===== config.mk =====
export PLATFORM = sky130hd
export DESIGN_NAME = rx_packet_parser
export DESIGN_NICKNAME = d
export VERILOG_FILES = /design/src/rtl/rx_packet_parser.sv
export SDC_FILE = /design/constraint.sdc
export NUM_CORES = 1
export LEC_CHECK = 0
export BUFFER_PORTS_ARGS = -buffer_cell sky130_fd_sc_hd__buf_2
export CORE_UTILIZATION = 25
export CTS_CLUSTER_SIZE = 10
export DETAILED_ROUTE_END_ITERATION = 10
export PLACE_DENSITY = 0.37
export SLEW_MARGIN = 5
export SYNTH_ARGS = -nofsm -noshare
export SYNTH_HDL_FRONTEND = slang
export SYNTH_SLANG_ARGS = --single-unit

===== constraint.sdc =====
create_clock -name clk -period 3 [get_ports clk]
set_clock_uncertainty 0.05 [all_clocks]
set_input_delay 0 -clock clk [delete_from_list [all_inputs] [get_ports clk]]
set_output_delay 0 -clock clk [all_outputs]
set_load 0.05 [all_outputs]

===== src/rtl/rx_packet_parser.sv =====
// rtl/rx_packet_parser.sv - frames transceiver words into checksummed packets and returns ACK/NACK
module rx_packet_parser #(
    parameter int unsigned TIMEOUT = 50000,
    parameter logic [7:0]  SYNC    = 8'hA5
) (
    input  logic        clk,
    input  logic        rstb,
    input  logic [15:0] word_in,
    input  logic        word_in_valid,
    output logic [15:0] tx_word,
    output logic        tx_word_valid,
    output logic        pkt_valid,
    output logic [3:0]  pkt_opcode,
    output logic [3:0]  pkt_len,
    input  logic [3:0]  rd_addr,
    output logic [15:0] rd_data,
    output logic [7:0]  err_count
);

    localparam int unsigned GW = (TIMEOUT < 2) ? 1 : $clog2(TIMEOUT + 1);
    localparam logic [GW-1:0] GAP_LAST = GW'(TIMEOUT - 1);

    typedef enum logic [1:0] {
        IDLE,
        PAYLOAD,
        CSUM
    } state_t;

    state_t        state_q, state_d;
    logic [3:0]    opcode_q, opcode_d;
    logic [3:0]    len_q, len_d;
    logic [3:0]    idx_q, idx_d;
    logic [15:0]   sum_q, sum_d;
    logic [GW-1:0] gap_q, gap_d;
    logic [15:0]   tx_word_q, tx_word_d;
    logic          tx_valid_q, tx_valid_d;
    logic          pkt_valid_q, pkt_valid_d;
    logic [3:0]    pkt_opcode_q, pkt_opcode_d;
    logic [3:0]    pkt_len_q, pkt_len_d;
    logic [7:0]    err_q, err_d;
    logic [15:0]   buf_q [16];

    logic          buf_we;
    logic          err_inc;
    logic          timeout;

    // Gap only matters mid-packet; a word on the expiry edge beats the timeout.
    assign timeout = !word_in_valid && (state_q != IDLE) && (gap_q == GAP_LAST);

    always_comb begin
        state_d      = state_q;
        opcode_d     = opcode_q;
        len_d        = len_q;
        idx_d        = idx_q;
        sum_d        = sum_q;
        gap_d        = gap_q;
        tx_word_d    = tx_word_q;
        tx_valid_d   = 1'b0;
        pkt_valid_d  = 1'b0;
        pkt_opcode_d = pkt_opcode_q;
        pkt_len_d    = pkt_len_q;
        buf_we       = 1'b0;
        err_inc      = 1'b0;

        if (word_in_valid) begin
            gap_d = '0;
        end else if (state_q != IDLE) begin
            gap_d = gap_q + GW'(1);
        end

        case (state_q)
            IDLE: begin
                gap_d = '0;
                if (word_in_valid) begin
                    if (word_in[15:8] == SYNC) begin
                        opcode_d = word_in[7:4];
                        len_d    = word_in[3:0];
                        sum_d    = word_in;
                        idx_d    = 4'd0;
                        state_d  = (word_in[3:0] == 4'd0) ? CSUM : PAYLOAD;
                    end else begin
                        err_inc = 1'b1;
                    end
                end
            end
            PAYLOAD: begin
                if (word_in_valid) begin
                    buf_we = 1'b1;
                    sum_d  = sum_q + word_in;
                    idx_d  = idx_q + 4'd1;
                    if (idx_q == len_q - 4'd1) begin
                        state_d = CSUM;
                    end
                end else if (timeout) begin
                    state_d = IDLE;
                    gap_d   = '0;
                    err_inc = 1'b1;
                end
            end
            CSUM: begin
                if (word_in_valid) begin
                    state_d    = IDLE;
                    tx_valid_d = 1'b1;
                    if (word_in == sum_q) begin
                        pkt_valid_d  = 1'b1;
                        pkt_opcode_d = opcode_q;
                        pkt_len_d    = len_q;
                        tx_word_d    = {8'h5A, opcode_q, 4'h0};
                    end else begin
                        tx_word_d = {8'h5A, opcode_q, 4'hF};
                        err_inc   = 1'b1;
                    end
                end else if (timeout) begin
                    state_d = IDLE;
                    gap_d   = '0;
                    err_inc = 1'b1;
                end
            end
            default: begin
                state_d = IDLE;
            end
        endcase

        err_d = (err_inc && (err_q != 8'hFF)) ? err_q + 8'd1 : err_q;
    end

    always_ff @(posedge clk or negedge rstb) begin
        if (!rstb) begin
            state_q      <= IDLE;
            opcode_q     <= 4'd0;
            len_q        <= 4'd0;
            idx_q        <= 4'd0;
            sum_q        <= 16'd0;
            gap_q        <= '0;
            tx_word_q    <= 16'd0;
            tx_valid_q   <= 1'b0;
            pkt_valid_q  <= 1'b0;
            pkt_opcode_q <= 4'd0;
            pkt_len_q    <= 4'd0;
            err_q        <= 8'd0;
        end else begin
            state_q      <= state_d;
            opcode_q     <= opcode_d;
            len_q        <= len_d;
            idx_q        <= idx_d;
            sum_q        <= sum_d;
            gap_q        <= gap_d;
            tx_word_q    <= tx_word_d;
            tx_valid_q   <= tx_valid_d;
            pkt_valid_q  <= pkt_valid_d;
            pkt_opcode_q <= pkt_opcode_d;
            pkt_len_q    <= pkt_len_d;
            err_q        <= err_d;
        end
    end

    // Entry 15 is never written (max 15 payload words) and always reads 0.
    always_ff @(posedge clk or negedge rstb) begin
        if (!rstb) begin
            for (int i = 0; i < 16; i++) begin
                buf_q[i] <= 16'd0;
            end
        end else if (buf_we) begin
            buf_q[idx_q] <= word_in;
        end
    end

    assign rd_data       = buf_q[rd_addr];
    assign tx_word       = tx_word_q;
    assign tx_word_valid = tx_valid_q;
    assign pkt_valid     = pkt_valid_q;
    assign pkt_opcode    = pkt_opcode_q;
    assign pkt_len       = pkt_len_q;
    assign err_count     = err_q;

endmodule


==> flow_metrics.tcl <==
set metrics [dict create \
    drt-total-wl_mm 42.9 \
    routed_via_density 4.65 \
    hold_path_class "input port to async pin" \
    grt_pass1_wl_mm 66.4 \
    synth-adder-area-share_pct 2.23 \
    cp_top_family "simple AND/OR/NAND/NOR gates" \
    antenna_found_initial 1 \
    synth_top_family_by_area "multiplexers" \
    hold_ws_ns -0.0166 \
    synth_mux_area_share_pct 32.3 \
    relSlewSlack_pct 48.3 \
    synth_top_flop_cell "dfrtp_1" \
    violations "hold timing" \
    clock_path_buffers 3 \
    cap_violations 0 \
    clockRootBuffer "clkbuf_16" \
    slowest_stage "or4_4" \
    dieHeight_um 251 \
    coreArea_sq_um 60800 \
    drive_gt1_share_pct 45.5 \
    first_iter_violations 424 \
    ant_nets 0 \
    path_class "flop to flop" \
    route.detailed.drc 0 \
    finalCritPeriodShare_pct 91.6 \
    synth_xor_area_share_pct 2.43 \
    vias 9220 \
    synthDistinctLibCells 58 \
    rr_worst_depth 8 \
    hold_violations 4 \
    ys_ff_latch 326 \
    seq_area_frac_synth_pct 52.7 \
    internal-power_mw 10.9 \
    hpwl_mm 27.5 \
    cts_max_level 2 \
    status "finished, violations left" \
    synth.area.top_cells "dfrtp_1 53%, mux2_2 20%, mux4_2 12%, ha_1 2.1%, xor2_1 1.5%" \
    path_clk_slew_ns 0.06 \
    synth_cells 1071 \
    sw_frac_of_total_pct 31.7 \
    area_growth_pct 19.1 \
    initial_core_util_pct 25.5 \
    n_antenna_cell 0 \
    power.density_nw_per_um2 868 \
    crit_chain "inv_1 -> ha_1 -> and4b_1 -> nand2_1 -> or4_4 -> o221a_4 -> or3_4 -> mux2_4" \
    post_cts_buffers 0 \
    synth.most_common_cell "dfrtp_1" \
    routabilityCongestion 0.706 \
    setup_tns_ns 0 \
    r2r_end "err_count[1]$_DFFE_PN0P_" \
    timing.rr.start "state_q[0]$_DFFE_PN0P_" \
    cts_buffers 41 \
    yosys.area_share.simple_pct 4.90 \
    rsz0062_at_grt "no" \
    fin_util_pct 30.3 \
    r2r_slack_ns 0.25 \
    endpoint_kind "flop" \
    cp.required_ns 3.39 \
    place_inst 1898 \
    ys_warn_count 0 \
    routedWlPerCell_um 21.7 \
    synth_area_leader_cell "dfrtp_1" \
    seqPwrFrac_pct 40.7 \
    tritoncts "done" \
    netlist_area_sq_um 15500 \
    synth_area_per_cell_sq_um 14.5 \
    dieWidth_um 251 \
    die_area_sq_um 62900 \
    critPathMaxStageDelay_ns 0.45 \
    first_global_vias 9880 \
    finalSetupViolCount 0 \
    dr.pass1.iters 4 \
    peakVddDrop_v 0.000642 \
    p_clk_share_pct 28.9 \
    grt.total_usage_pct 14.2 \
    arrival_ns 3.13 \
    switching_power_mw 5.07 \
    ios 73 \
    yosysTopAreaCellShare_pct 52.7 \
    worst-path-max-fanout 7 \
    insertion_delay_ns 0.55 \
    place_area_sq_um 17000 \
    yosys-top-cells-count "326 x dfrtp_1, 274 x mux2_2, 80 x mux4_2" \
    worst-path-buf-inv 1 \
    clock_sinks 326 \
    final_nets 1226 \
    synth_compound_area_share_pct 2.95 \
    grt_max_degree 90 \
    io_buffers 68 \
    worst_pin_slew_ns 0.775 \
    final_cell_area_sq_um 18400 \
    fin_crit_ns 2.75 \
    drv_slew 0 \
    p_leak_nw 8.41 \
    startpoint_type "flop" \
    timing.fmax_mhz 364 \
    synthArstFlopShare_pct 100 \
    overflow 0 \
    synth-edff-count 0 \
    rows 90 \
    comb_power_share_pct 30.4 \
    finalNonFillerCells 1981 \
]
==> worst max-delay path by stage <==
stage / startpoint / to / slack, ns / cells after the start
after global placement: state_q[0]$_DFFE_PN0P_ / err_count[1]$_DFFE_PN0P_ / 0.26 / 8
final: state_q[0]$_DFFE_PN0P_ / err_count[1]$_DFFE_PN0P_ / 0.25 / 8
after global routing: state_q[0]$_DFFE_PN0P_ / err_count[1]$_DFFE_PN0P_ / 0.14 / 8
after detailed placement: state_q[0]$_DFFE_PN0P_ / err_count[1]$_DFFE_PN0P_ / 0.23 / 8
after CTS: state_q[0]$_DFFE_PN0P_ / err_count[1]$_DFFE_PN0P_ / 0.23 / 8
after floorplan: state_q[0]$_DFFE_PN0P_ / err_count[1]$_DFFE_PN0P_ / 0.28 / 9
==> cell families (layout without fill, tap and decap cells) <==
kind of cell,count (synthesis),in the layout
buffers and inverters,90,215
DFF,326,326
muxes,364,364
adders and majority gates,27,27
other,1,4
xor gates and xnor gates,43,43
and+or+nand+nor,154,154
AOI/OAI and AO/OA,66,66
==> repair_timing <==
item / in CTS / in global routing
hold buffers: 17 / 0
endpoints found under the setup margin: 0 / 0
resized for setup: 0 / 0
endpoints found under the hold margin: 388 / 0
==> power by group through the flow <==
stage,clock (mW),sequential [mW],combinational (mW)
global placement,0,6.59,4.89
CTS,4.84,6.54,4.95
global route,5.01,6.73,5.31
finish,4.62,6.52,4.86
detailed placement,0,6.60,4.93
floorplan,0,6.59,3.64
==> cell type report <==
cell class	count	area (sq um)
clock buffers	62	1160
clock inverters	4	52.6
fillers	6066	42400
inverters	10	37.5
multi-input cells	658	6970
flip-flops and latches	326	8160
well taps	782	978
repair buffers	139	1070
==> state kept, by name (all words and copies together) (netlist names) <==
signal and cells:
buf_q 256, err_count 8, gap_q 16, idx_q 4, len_q 4, opcode_q 4
pkt_len 4, pkt_opcode 4, pkt_valid 1, state_q 2, sum_q 16, tx_word 6
tx_word_valid 1
==> per-layer routing <==
layer / routed length (um) / global-route usage [%] / vias to the layer above
met5: 0 / 0 / -
met4: 697 / 3.40 / 0
met3: 1550 / 2.21 / 51
met2: 20700 / 23.3 / 133
met1: 19900 / 19.5 / 4892
li1: - / - / 4144
==> worst register-to-register path: stages, from the launching register on <==
cell	delay, ns
dfrtp_1	0.38
inv_1	0.08
ha_1	0.21
and4b_1	0.35
nand2_1	0.08
or4_4	0.45
o221a_4	0.34
or3_4	0.40
mux2_4	0.30
==> metrics by stage <==
stage / power, mW / worst slack [ns]
2_1_floorplan: 10.2 / 0.276
3_3_place_gp: 11.5 / 0.260
3_5_place_dp: 11.5 / 0.230
4_1_cts: 16.3 / 0.230
5_1_grt: 17.0 / 0.139
6_report: 16.0 / 0.251
==> placed cells by master, fill, tap and decap left out, drive strengths merged, types with 5 or more instances in the layout <==
cell type    synthesis  final
dfrtp              326    326
mux2               275    275
buf                 25    122
mux4                80     80
clkbuf              55     62
nor2                47     47
nand2               40     40
xor2                26     26
ha                  26     26
nand3               18     18
xnor2               17     17
dlygate4sd3          0     17
o21ai               16     16
inv                 10     12
a21oi               11     11
a21o                11     11
mux2i                9      9
nor4                 9      9
nor3                 8      8
o21bai               5      5
Note: power is estimated with default switching activity, not from simulation.
